--- config.mk ---
export PLATFORM = sky130hd
export DESIGN_NAME = tbm_event_decoder
export DESIGN_NICKNAME = d
export VERILOG_FILES = /design/src/rtl/tbm_event_decoder.sv
export SDC_FILE = /design/constraint.sdc
export NUM_CORES = 1
export LEC_CHECK = 0
export ABC_AREA = 1
export CORE_MARGIN = 5
export CORE_UTILIZATION = 35
export CTS_BUF_LIST = sky130_fd_sc_hd__clkbuf_8
export CTS_CLUSTER_SIZE = 24
export DETAILED_ROUTE_END_ITERATION = 10
export SLEW_MARGIN = 5
export SYNTH_ARGS = -nofsm -noshare
export SYNTH_HDL_FRONTEND = slang
export SYNTH_SLANG_ARGS = --single-unit
--- constraint.sdc ---
create_clock -name clk -period 2.8 [get_ports clk]
set_clock_uncertainty 0.1 [all_clocks]
set_input_delay 0.28 -clock clk [delete_from_list [all_inputs] [get_ports clk]]
set_output_delay 0.28 -clock clk [all_outputs]
set_load 0.03 [all_outputs]
--- src/rtl/tbm_event_decoder.sv ---
// tbm_event_decoder: frames the 16-bit soft-TBM DAQ stream into one registered event record per
// complete event and flags framing/sequence errors.
// Optional macro TBM_SEQ_CHECK_EN adds a trigger-counter continuity check (err code 5).
module tbm_event_decoder #(
   parameter int NWORDS_W = 12
) (
   input  logic                clk,
   input  logic                reset,
   input  logic                sync,
   input  logic                din_valid,
   input  logic [15:0]         din,
   output logic                ev_valid,
   output logic [7:0]          ev_counter,
   output logic [3:0]          ev_pos,
   output logic [7:0]          ev_trl_flags,
   output logic                ev_ares,
   output logic                ev_pkam,
   output logic [3:0]          ev_stack,
   output logic [NWORDS_W-1:0] ev_nwords,
   output logic                err,
   output logic [2:0]          err_code
);
   localparam logic [1:0] IDLE = 2'd0, WH2 = 2'd1, BODY = 2'd2, WT2 = 2'd3;
   localparam logic [NWORDS_W-1:0] NW_MAX = '1;

   logic [1:0]          state, state_n;
   logic                acc, frm, h1, h2, t1, t2, data;
   logic [7:0]          cnt_lat, flg_lat;
   logic [3:0]          pos_lat;
   logic [NWORDS_W-1:0] nwords;
   logic                done, eset, seq_bad;
   logic [2:0]          ecode;

   assign acc  = sync & din_valid;
   assign frm  = din[11:8] == 4'h0;
   assign h1   = frm && din[15:12] == 4'hA;
   assign h2   = frm && din[15:12] == 4'h8;
   assign t1   = frm && din[15:12] == 4'hE;
   assign t2   = frm && din[15:12] == 4'hC;
   assign data = ~(h1 | h2 | t1 | t2);

`ifdef TBM_SEQ_CHECK_EN
   logic ref_ok;
   // the last delivered ev_counter is the continuity reference; a sync trailer flag restarts at 0
   assign seq_bad = ref_ok && (cnt_lat != (flg_lat[3] ? 8'h00 : ev_counter + 8'd1));
   // reference is trusted only after a completed event with no abort since
   always_ff @(posedge clk or posedge reset)
      if (reset) ref_ok <= 1'b0;
      else if (done) ref_ok <= 1'b1;
      else if (eset && ecode inside {3'd2, 3'd3, 3'd4}) ref_ok <= 1'b0;
`else
   assign seq_bad = 1'b0;
`endif

   // next state, error cause and event completion for the accepted word
   always_comb begin
      state_n = state;
      eset    = 1'b0;
      ecode   = 3'd0;
      done    = 1'b0;
      if (acc)
         case (state)
            IDLE:
               if (h1) state_n = WH2;
               else begin eset = 1'b1; ecode = 3'd1; end
            WH2:
               if (h2) state_n = BODY;
               else begin eset = 1'b1; ecode = 3'd2; state_n = h1 ? WH2 : IDLE; end
            BODY:
               if (t1) begin state_n = WT2; eset = nwords == NW_MAX; ecode = 3'd6; end
               else if (!data) begin eset = 1'b1; ecode = 3'd3; state_n = h1 ? WH2 : IDLE; end
            default:
               if (t2) begin state_n = IDLE; done = 1'b1; eset = seq_bad; ecode = 3'd5; end
               else begin eset = 1'b1; ecode = 3'd4; state_n = h1 ? WH2 : IDLE; end
         endcase
   end

   // framing state and per-event field latches, advanced only on accepted words
   always_ff @(posedge clk or posedge reset)
      if (reset) begin
         state   <= IDLE;
         cnt_lat <= '0;
         pos_lat <= '0;
         flg_lat <= '0;
         nwords  <= '0;
      end else if (acc) begin
         state <= state_n;
         if (h1) cnt_lat <= din[7:0];
         if (state == WH2 && h2) begin
            pos_lat <= din[3:0];
            nwords  <= '0;
         end
         if (state == BODY && data && nwords != NW_MAX) nwords <= nwords + NWORDS_W'(1);
         if (state == BODY && t1) flg_lat <= din[7:0];
      end

   // one-clk pulses and held error cause
   always_ff @(posedge clk or posedge reset)
      if (reset) begin
         ev_valid <= 1'b0;
         err      <= 1'b0;
         err_code <= '0;
      end else begin
         ev_valid <= done;
         err      <= eset;
         if (eset) err_code <= ecode;
      end

   // event record, loaded only when trailer2 completes an event
   always_ff @(posedge clk or posedge reset)
      if (reset) begin
         ev_counter   <= '0;
         ev_pos       <= '0;
         ev_trl_flags <= '0;
         ev_ares      <= 1'b0;
         ev_pkam      <= 1'b0;
         ev_stack     <= '0;
         ev_nwords    <= '0;
      end else if (done) begin
         ev_counter   <= cnt_lat;
         ev_pos       <= pos_lat;
         ev_trl_flags <= flg_lat;
         ev_ares      <= din[7];
         ev_pkam      <= din[6];
         ev_stack     <= din[3:0];
         ev_nwords    <= nwords;
      end
endmodule

==> summary.json <==
{
  "status": {
    "result_of_the_run": "finished, final reports clean"
  },
  "final_layout": {
    "layout.core_utilization_pct": 45.96,
    "instances_no_fill": 534,
    "finish.net_count": 417,
    "synthToLayoutAreaGrowth_pct": 29.35,
    "filler_cell_count": 919,
    "antenna-diode-count": 0,
    "layout_common_cells": "sky130_fd_sc_hd__dfrtp_1 (77), sky130_fd_sc_hd__nand2_1 (63), sky130_fd_sc_hd__clkdlybuf4s50_1 (62), sky130_fd_sc_hd__inv_1 (28), sky130_fd_sc_hd__mux2_1 (26)",
    "mostFrequentLayoutCell": "sky130_fd_sc_hd__dfrtp_1",
    "share_of_cells_above_drive_strength_1_pct": 12.22,
    "final_area_um2": 4451
  },
  "logic_synthesis": {
    "yosys.cell_types.count": 29,
    "synth_fp_nets": 349,
    "async_flop_share_pct": 100.0,
    "synthesis.instances": 328,
    "synth_enable_flop_cells": 0,
    "yosys_most_used_dff": "sky130_fd_sc_hd__dfrtp_1",
    "synth.top_cell.area_share_pct": 56.00,
    "ffs_latches_synth": 77,
    "synth_area_um2": 3441,
    "synth_seq_area_share_pct": 56.00,
    "synth.avg_cell_area_um2": 10.49,
    "ys.warnings.count": 0,
    "synth_top_cell_by_area": "sky130_fd_sc_hd__dfrtp_1",
    "yosys-top-cells-area": "sky130_fd_sc_hd__dfrtp_1 (56%), sky130_fd_sc_hd__mux2_1 (8.5%), sky130_fd_sc_hd__nand2_1 (6.9%)"
  },
  "setup_path": {
    "critical_path_required_ns": 2.92,
    "crit_path_frequent_cell": "sky130_fd_sc_hd__nand2_2",
    "worst-r2r-cell-count": 10,
    "crit-reg2reg-launch": "nwords[0]$_DFFE_PP0P_",
    "worst-path-buf-inv": 1,
    "crit_path_top_delay_cell": "sky130_fd_sc_hd__dfrtp_1",
    "cell_class_contributing_the_biggest_share_of_worst_path_delay": "simple AND/OR/NAND/NOR gates",
    "r2r-end": "nwords[10]$_DFFE_PP0P_",
    "worst_path_largest_cell_delay_ns": 0.44,
    "crit_path_cell_trace": "ha_1 -> nand2_2 -> nor3_4 -> nand2_2 -> nor2_4 -> inv_2 -> nand3_4 -> nand2_4 -> nand3_1 -> o21ai_2",
    "worst_setup_path_start_kind": "register",
    "setup.worst_path.class": "register to register",
    "crit_path_max_fanout": 18,
    "cp.depth": 10,
    "rrSetupSlack_ns": 0.78,
    "worst_ep_arrival_time_ns": 2.15,
    "end_kind": "register"
  },
  "cts": {
    "cts_resized": 0,
    "ctsHtreeMaxLevel": 3,
    "cts-hold-fix-buffers": 0,
    "clock-root-buffer": "sky130_fd_sc_hd__clkbuf_8",
    "post_cts.repair.setup_buffers": 0,
    "clkTransAtPathRegs_ns": 0.09,
    "cts_made_buffers": 9,
    "numClockSinks": 77,
    "cts_tree": "done",
    "later_pin_clock_latency_in_the_skew_report_ns": 0.34,
    "clk_path_buf_depth": 2
  },
  "routing": {
    "routed_via_density": 4.601,
    "detail_route.wirelength.met1_um": 3412,
    "detail_route.wl_per_cell_um": 13.20,
    "routed_wire_length_on_met2_um": 3216,
    "met3_wirelength_um": 339,
    "firstDrtPassIters": 4,
    "top_layer_used": "met4",
    "final_wl_um": 7050,
    "drcViolationCount": 0,
    "postRouteAntennaNets": 0,
    "first_iter_violations": 125,
    "route.vias.total": 2457
  },
  "pwr": {
    "powerDensity_nw_per_um2": 605.8,
    "totalPowerFinal_mw": 2.696,
    "power.static_leakage_nw": 2.130,
    "worst_ir_drop_vdd_mv": 0.2637
  },
  "grt": {
    "pin_count_of_the_biggest_net_entering_global_routing": 52,
    "global_route.usage.total_pct": 12.93,
    "antenna_violations_before_repair": 0,
    "grt-ovfl-total": 0,
    "grt_pass1_wl_um": 12060,
    "grt_pass1_vias": 2535
  },
  "sta": {
    "layout_min_cycle_time_ns": 2.021,
    "worst_slew_margin_rel_pct": 64.27,
    "final.setup.tns_ns": 0,
    "max_clock_freq_mhz": 494.9,
    "setup-violations-final": 0,
    "fin_hold_ws_ns": 0.1787,
    "rsz0062_at_grt": "false",
    "setup_ws_ns": 0.7792,
    "timing.final.crit_share_pct": 72.17,
    "tightest_slew_ns": 0.5353,
    "slew_viol_final": 0,
    "final-hold-violation-count": 0
  },
  "die": {
    "floorplan.initialDensity_pct": 35.53,
    "num_rows": 36,
    "die_y_um": 109.2,
    "dieArea_um2": 11910,
    "core-area_um2": 9684,
    "io_pins": 63,
    "die_width_um": 109.2
  },
  "place": {
    "placement.io_buffers": 62,
    "gp_congestion": 0.7740,
    "pre_cts_ws_ns": 0.5141,
    "dp_hpwl_um": 4998,
    "dp_cell_count": 518,
    "placed_cell_area_um2": 4229
  },
  "job": {
    "cap_viol_max_count": 0
  },
  "worst_hold_path": {
    "hold_path.class": "primary input to async pin"
  }
}
flip-flops by register name (all words and copies together), names as in the netlist:
register / cells
pos_lat: 4
state: 2
ev_nwords: 12
flg_lat: 8
ev_trl_flags: 8
ev_pkam: 1
ev_stack: 4
nwords: 12
cnt_lat: 8
err_code: 3
ev_pos: 4
ev_counter: 8
err: 1
ev_ares: 1
ev_valid: 1
final cells by class:
type                    instances  area (µm²)  share of cell area, %
clock buffers                   9       123.9                  2.783
clock inverters                 7       97.59                  2.193
inverters                      32       121.4                  2.727
multi-input cells             210        1339                  30.08
flip-flops and latches         77        1927                  43.29
well taps                     133       166.4                  3.739
repair buffers                 66       675.6                  15.18
kinds of logic after synthesis:
| logic type | Yosys count | synth area share, % |
|---|---|---|
| AOI/OAI and AO/OA | 43 | 8.509 |
| xor gates and xnor gates | 9 | 2.291 |
| adders and majority gates | 1 | 0.3636 |
| buffers and inverters | 41 | 5.090 |
| DFF | 77 | 56.00 |
| muxes | 34 | 11.13 |
| and+or+nand+nor | 123 | 16.62 |
worst max path at each step:
stage / from / to
2_1_floorplan: reset / cnt_lat[0]$_DFFE_PP0P_
3_3_place_gp: din[15] / nwords[10]$_DFFE_PP0P_
3_5_place_dp: din[15] / nwords[10]$_DFFE_PP0P_
4_1_cts: nwords[0]$_DFFE_PP0P_ / nwords[9]$_DFFE_PP0P_
5_1_grt: din[15] / nwords[10]$_DFFE_PP0P_
6_report: nwords[0]$_DFFE_PP0P_ / nwords[10]$_DFFE_PP0P_
cell usage after synthesis (all sizes together), types with 3 or more instances:
cell    number
dfrtp       77
nand2       66
mux2        34
inv         32
nor2        25
o21ai       22
nand3       19
o21a        16
xor2         9
buf          8
nor3         8
a21oi        3
nand3b       3
report_power, final:
| group | internal (mW) | total (mW) | switching [mW] |
|---|---|---|---|
| Combinational | 0.185 | 0.472 | 0.288 |
| Sequential | 1.21 | 1.29 | 0.0895 |
| Clock | 0.507 | 0.929 | 0.422 |
| Total | 1.90 | 2.70 | 0.799 |
per-layer routing:
metal  track usage [%]  up-vias
met5                 0        -
met3             3.138        5
met1             17.31     1182
li1                  -     1218
met2             20.26       52
met4             4.869        0
Note: power is estimated with default switching activity, not from simulation.
